[src/rtl/gpi_rx_pkg.sv]
// Shared types and encodings for the GPIO receive filter.
package gpi_rx_pkg;

    typedef enum logic [1:0] {
        ST_OFF     = 2'd0,
        ST_SETTLE  = 2'd1,
        ST_STABLE  = 2'd2,
        ST_QUALIFY = 2'd3
    } state_e;

    localparam logic [1:0] PULL_NONE     = 2'b00;
    localparam logic [1:0] PULL_DOWN     = 2'b01;
    localparam logic [1:0] PULL_UP       = 2'b10;
    localparam logic [1:0] PULL_NONE_ALT = 2'b11;

    localparam logic [1:0] EDGE_NONE = 2'b00;
    localparam logic [1:0] EDGE_RISE = 2'b01;
    localparam logic [1:0] EDGE_FALL = 2'b10;
    localparam logic [1:0] EDGE_BOTH = 2'b11;

    // True when a level change in the given direction is a selected event.
    function automatic logic edge_hit(input logic [1:0] sel, input logic rising);
        return (sel == EDGE_BOTH) || (rising ? (sel == EDGE_RISE) : (sel == EDGE_FALL));
    endfunction

endpackage

[src/rtl/gpi_rx_sync.sv]
// Multi-flop synchronizer bringing the asynchronous pad input into the clock domain.
module gpi_rx_sync #(
    parameter int SYNC_STAGES = 2
) (
    input  logic clk_i,
    input  logic rst_i,
    input  logic d_i,
    output logic q_o
);

    logic [SYNC_STAGES-1:0] stage_q;

    // NOTE: sequential state uses non-blocking assignments so every flop samples pre-edge values.
    always_ff @(posedge clk_i) begin
        if (rst_i) begin
            stage_q <= '0;
        end else begin
            stage_q <= {stage_q[SYNC_STAGES-2:0], d_i};
        end
    end

    assign q_o = stage_q[SYNC_STAGES-1];

endmodule

[src/rtl/gpi_rx_filter.sv]
// GPIO receive path: synchronizer, settle/debounce FSM, edge events and sticky IRQ.
module gpi_rx_filter
    import gpi_rx_pkg::*;
#(
    parameter int SYNC_STAGES = 2,
    parameter int CNT_W       = 8
) (
    input  logic             CLK_I,
    input  logic             RST_I,
    input  logic             DI_I,
    output logic             IE_O,
    output logic             PE_O,
    output logic             PS_O,
    input  logic             EN_I,
    input  logic [1:0]       PULL_I,
    input  logic [CNT_W-1:0] DEB_I,
    input  logic [1:0]       EDGE_SEL_I,
    input  logic             CLR_I,
    output logic             LVL_O,
    output logic             EVT_O,
    output logic             IRQ_O
);

    localparam logic [CNT_W-1:0] CNT_ONE    = CNT_W'(1);
    localparam logic [CNT_W-1:0] CNT_SETTLE = CNT_W'(SYNC_STAGES);

    logic             sync;
    logic             lvl_diff_d;
    state_e           state_q;
    logic [CNT_W-1:0] cnt_q;
    logic             lvl_q;
    logic             evt_q;
    logic             irq_q;
    logic             ie_q;
    logic             pe_q;
    logic             ps_q;

    gpi_rx_sync #(
        .SYNC_STAGES(SYNC_STAGES)
    ) u_sync (
        .clk_i(CLK_I),
        .rst_i(RST_I),
        .d_i  (DI_I),
        .q_o  (sync)
    );

    assign lvl_diff_d = (sync != lvl_q);

    always_ff @(posedge CLK_I) begin
        if (RST_I) begin
            state_q <= ST_OFF;
            cnt_q   <= '0;
            lvl_q   <= 1'b0;
            evt_q   <= 1'b0;
            irq_q   <= 1'b0;
            ie_q    <= 1'b0;
            pe_q    <= 1'b0;
            ps_q    <= 1'b0;
        end else begin
            pe_q  <= (PULL_I == PULL_DOWN) || (PULL_I == PULL_UP);
            ps_q  <= (PULL_I == PULL_UP);
            // A pending event beats a simultaneous clear.
            irq_q <= evt_q | (irq_q & ~CLR_I);
            evt_q <= 1'b0;

            if (!EN_I) begin
                state_q <= ST_OFF;
                cnt_q   <= '0;
                lvl_q   <= 1'b0;
                ie_q    <= 1'b0;
            end else begin
                case (state_q)
                    ST_OFF: begin
                        cnt_q   <= CNT_SETTLE;
                        ie_q    <= 1'b1;
                        state_q <= ST_SETTLE;
                    end
                    ST_SETTLE: begin
                        if (cnt_q == '0) begin
                            lvl_q   <= sync;
                            state_q <= ST_STABLE;
                        end else begin
                            cnt_q <= cnt_q - CNT_ONE;
                        end
                    end
                    ST_STABLE: begin
                        if (lvl_diff_d) begin
                            if (DEB_I == '0) begin
                                lvl_q <= sync;
                                evt_q <= edge_hit(EDGE_SEL_I, sync);
                            end else begin
                                cnt_q   <= CNT_ONE;
                                state_q <= ST_QUALIFY;
                            end
                        end
                    end
                    ST_QUALIFY: begin
                        if (!lvl_diff_d) begin
                            cnt_q   <= '0;
                            state_q <= ST_STABLE;
                        end else if (cnt_q >= DEB_I) begin
                            lvl_q   <= sync;
                            evt_q   <= edge_hit(EDGE_SEL_I, sync);
                            cnt_q   <= '0;
                            state_q <= ST_STABLE;
                        end else begin
                            // cnt_q < DEB_I here, so the increment cannot wrap.
                            cnt_q <= cnt_q + CNT_ONE;
                        end
                    end
                    default: begin
                        state_q <= ST_OFF;
                    end
                endcase
            end
        end
    end

    assign IE_O  = ie_q;
    assign PE_O  = pe_q;
    assign PS_O  = ps_q;
    assign LVL_O = lvl_q;
    assign EVT_O = evt_q;
    assign IRQ_O = irq_q;

endmodule

[config.mk]
export PLATFORM = sky130hd
export DESIGN_NAME = gpi_rx_filter
export DESIGN_NICKNAME = d
export VERILOG_FILES = /design/src/rtl/gpi_rx_pkg.sv /design/src/rtl/gpi_rx_sync.sv /design/src/rtl/gpi_rx_filter.sv
export SDC_FILE = /design/constraint.sdc
export NUM_CORES = 1
export LEC_CHECK = 0
export CORE_ASPECT_RATIO = 2
export CORE_MARGIN = 8
export CORE_UTILIZATION = 46
export DETAILED_ROUTE_END_ITERATION = 10
export PLACE_DENSITY = 0.74
export SLEW_MARGIN = 20
export SYNTH_ARGS = -nofsm -noshare
export SYNTH_HDL_FRONTEND = slang
export SYNTH_HIERARCHICAL = 1
export SYNTH_SLANG_ARGS = --single-unit
[constraint.sdc]
create_clock -name CLK_I -period 2 [get_ports CLK_I]
set_input_delay 0.4 -clock CLK_I [delete_from_list [all_inputs] [get_ports CLK_I]]
set_output_delay 0.4 -clock CLK_I [all_outputs]
set_load 0.05 [all_outputs]
==> qor.yml, run 1 <==
status:
  status: "finished with violations"
  violations: "setup timing"
timing:
  max_freq_mhz: 478
  max_slew.worst_pin.slew_ns: 0.502
  fin_skew_ns: 0.00660
  setup_viol: 5
  setup_slack_ns: -0.0923
  hold_ws_ns: 0.442
  rsz0062_at_grt: "true"
  post-route-period-util_pct: 105
  hold_violations: 0
  drv_slew: 0
  fin_crit_ns: 2.09
  relSlewSlack_pct: 66.4
clock_network:
  cts-buffers-inserted: 3
  clock_latency_ns: 0.26
  clkSlewWorstSetupHoldPaths_ns: 0.08
  clock_sinks: 18
  cts_max_level: 1
  cts_tree: "built"
  root_buffer: "clkbuf_8"
  cts_buffer_depth: 2
  holdBufCountCts: 0
logic_synthesis:
  syn_area_um2: 1250
  synth_adder_area_share_pct: 11.0
  synth_ff_type: "dfxtp_1"
  synth_top_family_by_area: "simple AND/OR/NAND/NOR gates"
  synth_nets: 182
  synth_cell_types: 42
  synth_xor_area_share_pct: 1.40
  synth_compound_area_share_pct: 22.5
  synthTopCellsByArea: "dfxtp_1, ha_1, nor2_1, inv_1, a21oi_1"
  ys_async_sr_fraction_pct: 0
  synth_area_leader_cell: "dfxtp_1"
  ys_warn_count: 6
  ys_seq_area_share_pct: 28.9
  synth_cells: 154
  syn_area_per_cell_um2: 8.11
  synthSimpleGateAreaFrac_pct: 28.4
  muxShareOfSynthArea_pct: 2.40
  synth_seq_cells: 18
  netlist.area_leader.share_pct: 28.9
  synth_edf_count: 0
pwr:
  switching_share_pct: 34.3
  internal_power_mw: 0.895
  comb_power_share_pct: 46.6
  power_density_nw_per_um2: 683
  p_leak_nw: 0.869
  pwr-share-seq_pct: 30.9
  clkPwrFrac_pct: 22.6
  total_switching_power_mw: 0.468
  max-vdd-ir-drop_v: 0.000567
  total_power_mw: 1.36
die:
  initial_core_util_pct: 46.8
  die_y_um: 89.7
  row_count: 27
  core_area_um2: 2670
  fp.dieW_um: 52.8
  pin_count: 23
  dieArea_um2: 4740
critical_path:
  crit_arrival_ns: 2.30
  worstSetupPathType: "flip-flop to flip-flop"
  path_delay_family: "simple AND/OR/NAND/NOR gates"
  critPathCapture: "cnt_q[7]$_SDFFE_PP0P_"
  reg2reg_depth: 6
  cp_max_fo: 6
  worst_ep_required_time_ns: 2.21
  slowest_delay_ns: 0.59
  crit_top_cell: "or4_4"
  regToRegEndpoint: "cnt_q[7]$_SDFFE_PP0P_"
  slowest_stage: "or4_4"
  startpoint_type: "flip-flop"
  crit_buf_inv: 0
  endpoint_kind: "flip-flop"
  cp-startpoint: "cnt_q[6]$_SDFFE_PP0P_"
  crit_chain: "or4_4 > or4_4 > o21ai_4 > nand2_4 > o311ai_4 > o221a_1"
  cp.depth: 6
  reg2reg_from: "cnt_q[6]$_SDFFE_PP0P_"
  ff2ff_setup_slack_ns: -0.09
routing:
  ant_nets: 0
  wirelength_um: 4330
  viasPerCell: 5.86
  drt_iter0_drc: 76
  wl_per_cell_um: 17.8
  dr.pass1.iters: 6
  via_count: 1423
  drcViolationCount: 0
global_route:
  grt_pass1_vias: 1476
  antenna_found_initial: 0
  grt_overflow_total: 0
  grt_max_degree: 11
  grt_pass1_wl_um: 6930
  grt_use_total_pct: 19.0
layout:
  diodes: 0
  nNetsFinal: 243
  drive_above_1_share_pct: 36.0
  post-route-util_pct: 74.8
  syn_to_final_growth_pct: 59.9
place:
  dp_hpwl_um: 3110
  gp_congestion: 0.950
  portBuffers: 22
flow_run:
  maxCapViolations: 0
min_path:
  min_path_type: "flip-flop to flip-flop"
-- cells in the mapped netlist, drive strengths merged, types with 2 or more instances --
cell type	count
nand2b	5
ha	11
a21oi	7
or4	2
nor3	5
dfxtp	18
inv	14
nand2	5
o31ai	3
a31oi	2
nand4	2
o32a	2
nor4	4
o21a	2
nand3	6
nor2	21
mux2i	3
xnor2	2
o21ai	10
and3	5
nor2b	5
or3	3
o211ai	2
-- logic make-up after synthesis --
kind of cell | after synthesis
xor gates and xnor gates | 2
buffers and inverters | 16
DFF | 18
AOI/OAI and AO/OA | 39
adders and majority gates | 11
muxes | 3
and+or+nand+nor | 65
-- sequential cells by signal (all words and copies together), names as in the netlist --
signal	cells
EVT_O	1
IE_O	1
IRQ_O	1
LVL_O	1
PE_O	1
PS_O	1
cnt_q	8
state_q	2
u_sync/stage_q	2
-- metal layers --
layer | wire length [um] | vias up | track usage [%]
met5 | 0 | - | 0
met4 | 255 | 0 | 12.1
met3 | 239 | 25 | 3.30
met2 | 2290 | 58 | 32.8
met1 | 1550 | 654 | 20.1
li1 | - | 686 | -
-- power by group through the flow --
stage / Clock [mW] / Combinational, mW / Sequential [mW]
floorplan: 0 / 0.286 / 0.440
global placement: 0 / 0.513 / 0.423
detailed placement: 0 / 0.524 / 0.424
CTS: 0.309 / 0.573 / 0.420
global route: 0.326 / 0.701 / 0.423
finish: 0.308 / 0.635 / 0.421
-- worst min-delay path by stage --
stage,cells after the start,from,to
after floorplan,1,u_sync/stage_q[0]$_SDFF_PP0_,u_sync/stage_q[1]$_SDFF_PP0_
after global placement,1,u_sync/stage_q[0]$_SDFF_PP0_,u_sync/stage_q[1]$_SDFF_PP0_
after detailed placement,1,u_sync/stage_q[0]$_SDFF_PP0_,u_sync/stage_q[1]$_SDFF_PP0_
after CTS,1,u_sync/stage_q[0]$_SDFF_PP0_,u_sync/stage_q[1]$_SDFF_PP0_
after global routing,1,u_sync/stage_q[0]$_SDFF_PP0_,u_sync/stage_q[1]$_SDFF_PP0_
final,1,u_sync/stage_q[0]$_SDFF_PP0_,u_sync/stage_q[1]$_SDFF_PP0_
-- cell type report --
type,count,area [um2]
repair buffers,58,477
clock buffers,4,55.1
well taps,29,36.3
flip-flops and latches,18,363
fillers,195,672
multi-input cells,120,1010
inverters,14,52.6
-- per-stage QoR --
step           TNS, ns  setup slack [ns]  cells  instance area [um2]
6_report        -0.267           -0.0923    243                 2000
5_1_grt         -0.729            -0.145    243                 2000
4_1_cts         -0.156           -0.0601    241                 1940
3_5_place_dp     -5.64            -0.563    237                 1750
3_3_place_gp     -5.25            -0.539    237                 1750
2_1_floorplan        0           0.00681    154                 1250
-- layout by cell type, fill, tap and decap left out, types with 2 or more instances in the layout --
| cell type | synthesis | final |
|---|---|---|
| or4_4 | 2 | 2 |
| nor2_1 | 21 | 19 |
| and3_1 | 5 | 5 |
| nand4_1 | 2 | 2 |
| o31ai_1 | 3 | 3 |
| mux2i_1 | 3 | 3 |
| inv_1 | 14 | 9 |
| a21oi_1 | 7 | 6 |
| buf_4 | 0 | 36 |
| ha_1 | 11 | 6 |
| o32a_1 | 2 | 2 |
| dfxtp_2 | 0 | 2 |
| inv_2 | 0 | 5 |
| clkbuf_8 | 0 | 4 |
| nor4_1 | 4 | 3 |
| nor3_1 | 5 | 3 |
| clkdlybuf4s50_1 | 0 | 14 |
| ha_4 | 0 | 5 |
| or3_1 | 3 | 2 |
| nor2b_1 | 4 | 3 |
| o21ai_0 | 4 | 2 |
| nand2_4 | 1 | 2 |
| nand2b_1 | 5 | 4 |
| dlygate4sd2_1 | 0 | 7 |
| nand3_1 | 6 | 6 |
| dfxtp_1 | 18 | 16 |
| o21a_1 | 2 | 2 |
| nand2_1 | 4 | 3 |
| o211ai_1 | 2 | 2 |
| o21ai_1 | 5 | 6 |
-- what timing repair did --
item	in CTS	in global routing
setup endpoints to repair	11	9
pin swaps	15	8
gates resized for setup	38	9
buffers inserted	1	2
endpoints found under the hold margin	0	0
No activity file was read; power rests on OpenSTA's default activity.
==> inputs of run 2 (changes only) <==
--- a/config.mk
+++ b/config.mk
@@ -5,10 +5,12 @@
 export SDC_FILE = /design/constraint.sdc
 export NUM_CORES = 1
 export LEC_CHECK = 0
+export CAP_MARGIN = 20
 export CORE_ASPECT_RATIO = 2
 export CORE_MARGIN = 8
 export CORE_UTILIZATION = 46
 export DETAILED_ROUTE_END_ITERATION = 10
+export GPL_ROUTABILITY_DRIVEN = 0
 export PLACE_DENSITY = 0.74
 export SLEW_MARGIN = 20
 export SYNTH_ARGS = -nofsm -noshare
==> qor.yml, run 2 (same netlist as run 1, synthesis figures left out) <==
status:
  status: "finished with violations"
  violations: "setup timing"
timing:
  setup_viol: 5
  drv_slew: 0
  hold_ws_ns: 0.462
  hold_violations: 0
  fin_crit_ns: 2.06
  fin_skew_ns: 0.00176
  post-route-period-util_pct: 103
  setup_slack_ns: -0.0587
  rsz0062_at_grt: "true"
  max_slew.worst_pin.slew_ns: 0.683
  max_freq_mhz: 486
  relSlewSlack_pct: 54.2
global_route:
  grt_overflow_total: 0
  grt_busiest_layer: "met2"
  grtUsageMet2_pct: 35.2
  antenna_found_initial: 1
  use_met3_pct: 2.64
  grt_use_total_pct: 19.3
  grt_pass1_wl_um: 6920
  grt_pass1_vias: 1522
  grt_use_met1_pct: 19.3
  grt_max_degree: 11
critical_path:
  worstSetupPathType: "flip-flop to flip-flop"
  critPathCapture: "cnt_q[2]$_SDFFE_PP0P_"
  startpoint_type: "flip-flop"
  cp_max_fo: 5
  crit_arrival_ns: 2.19
  endpoint_kind: "flip-flop"
  ff2ff_setup_slack_ns: -0.06
  reg2reg_from: "cnt_q[6]$_SDFFE_PP0P_"
  worst_ep_required_time_ns: 2.13
  reg2reg_depth: 6
  cp-startpoint: "cnt_q[6]$_SDFFE_PP0P_"
  regToRegEndpoint: "cnt_q[2]$_SDFFE_PP0P_"
die:
  pin_count: 23
  die_y_um: 89.7
  core_area_um2: 2670
  row_count: 27
  initial_core_util_pct: 46.8
  dieArea_um2: 4740
  fp.dieW_um: 52.8
min_path:
  min_from: "EVT_O$_SDFF_PP0_"
  min_path_type: "flip-flop to flip-flop"
routing:
  viasPerCell: 5.94
  ant_nets: 0
  wirelength_um: 4520
  dr.pass1.iters: 5
  drt_iter0_drc: 108
  via_count: 1466
  wl_per_cell_um: 18.3
  drcViolationCount: 0
pwr:
  internal_power_mw: 0.909
  switching_share_pct: 34.6
  power_density_nw_per_um2: 688
  max-vdd-ir-drop_v: 0.000718
  clkPwrFrac_pct: 21.9
  total_switching_power_mw: 0.481
  pwr-share-seq_pct: 30.5
  total_power_mw: 1.39
  p_leak_nw: 0.858
  comb_power_share_pct: 47.6
clock_network:
  clock_latency_ns: 0.26
  cts_buffer_depth: 2
  cts-buffers-inserted: 3
  clock_sinks: 18
  clkSlewWorstSetupHoldPaths_ns: 0.07
  root_buffer: "clkbuf_8"
  cts_tree: "built"
  cts_max_level: 1
layout:
  top_regs: "cnt_q (8), state_q (2), u_sync/stage_q (2)"
  drive_above_1_share_pct: 36.9
  mostFrequentLayoutCells: "buf_4, nor2_1, dfxtp_1"
  top_register: "cnt_q"
  largest_reg_flops: 8
  register_area_um2: 367
  syn_to_final_growth_pct: 61.8
  nNetsFinal: 246
  multi_input_area_um2: 1000
  post-route-util_pct: 75.7
  nFillCells: 189
  layout_commonest_cell: "buf_4"
place:
  portBuffers: 22
  post-place-ws_ns: -0.572
  dp_hpwl_um: 2990
flow_run:
  maxCapViolations: 0
## run 2: changes by cell type in the layout (fill, tap and decap cells not counted), sizes merged
cell           previous run  this run
buf                      36        39
dlygate4sd2               7         6
clkdlybuf4s15             0         1
diode                     0         1
## run 2: final cells by class
class	count	share of cell area, %
Sequential cell	18	18.1
Antenna cell	1	0.124
Timing Repair Buffer	61	25.1
Multi-Input combinational cell	120	49.5
Clock buffer	4	2.72
Inverter	14	2.60
Tap cell	29	1.80
## run 2: power by group through the flow
| stage | Combinational, mW | Clock (mW) | Sequential, mW |
|---|---|---|---|
| 6_report | 0.662 | 0.304 | 0.424 |
| 2_1_floorplan | 0.286 | 0 | 0.440 |
| 3_3_place_gp | 0.513 | 0 | 0.422 |
| 5_1_grt | 0.707 | 0.324 | 0.425 |
| 3_5_place_dp | 0.524 | 0 | 0.422 |
| 4_1_cts | 0.604 | 0.308 | 0.418 |
## run 2: stage by stage
stage | setup TNS [ns] | area, um2 | cells
2_1_floorplan | 0 | 1250 | 154
3_3_place_gp | -5.00 | 1740 | 236
3_5_place_dp | -5.66 | 1740 | 236
4_1_cts | -0.0595 | 1950 | 244
5_1_grt | -0.419 | 2020 | 247
6_report | -0.161 | 2020 | 247
## run 2: worst min-delay path by stage
stage	endpoint	slack, ns	depth (start not counted)
4_1_cts	u_sync/stage_q[1]$_SDFF_PP0_	0.46	1
3_5_place_dp	IRQ_O$_SDFF_PP0_	0.45	2
2_1_floorplan	u_sync/stage_q[1]$_SDFF_PP0_	0.41	1
6_report	IRQ_O$_SDFF_PP0_	0.46	2
5_1_grt	u_sync/stage_q[1]$_SDFF_PP0_	0.47	1
3_3_place_gp	u_sync/stage_q[1]$_SDFF_PP0_	0.43	1
## run 2: timing repair
| action | in CTS | in global routing |
|---|---|---|
| pin swaps | 14 | 10 |
| setup buffers | 5 | 2 |
| hold buffers | 0 | 0 |
| resized for setup | 34 | 16 |
| setup endpoints to repair | 12 | 10 |
## run 2: routing by layer
layer  vias to the layer above  wire length [um]  share of wire, %
met2                        59              2500                55
met5                         -                 0                 0
met1                       692              1590                35
met4                         0               216               4.8
met3                        20               210               4.6
li1                        695                 -                 -
## run 2: critical path, stage by stage, from the launching register on
cell and delay (ns):
dfxtp_2 0.34, or4_4 0.54, or4_4 0.58, o21ai_4 0.15
nor2_1 0.07, mux2i_1 0.14, o221ai_1 0.12
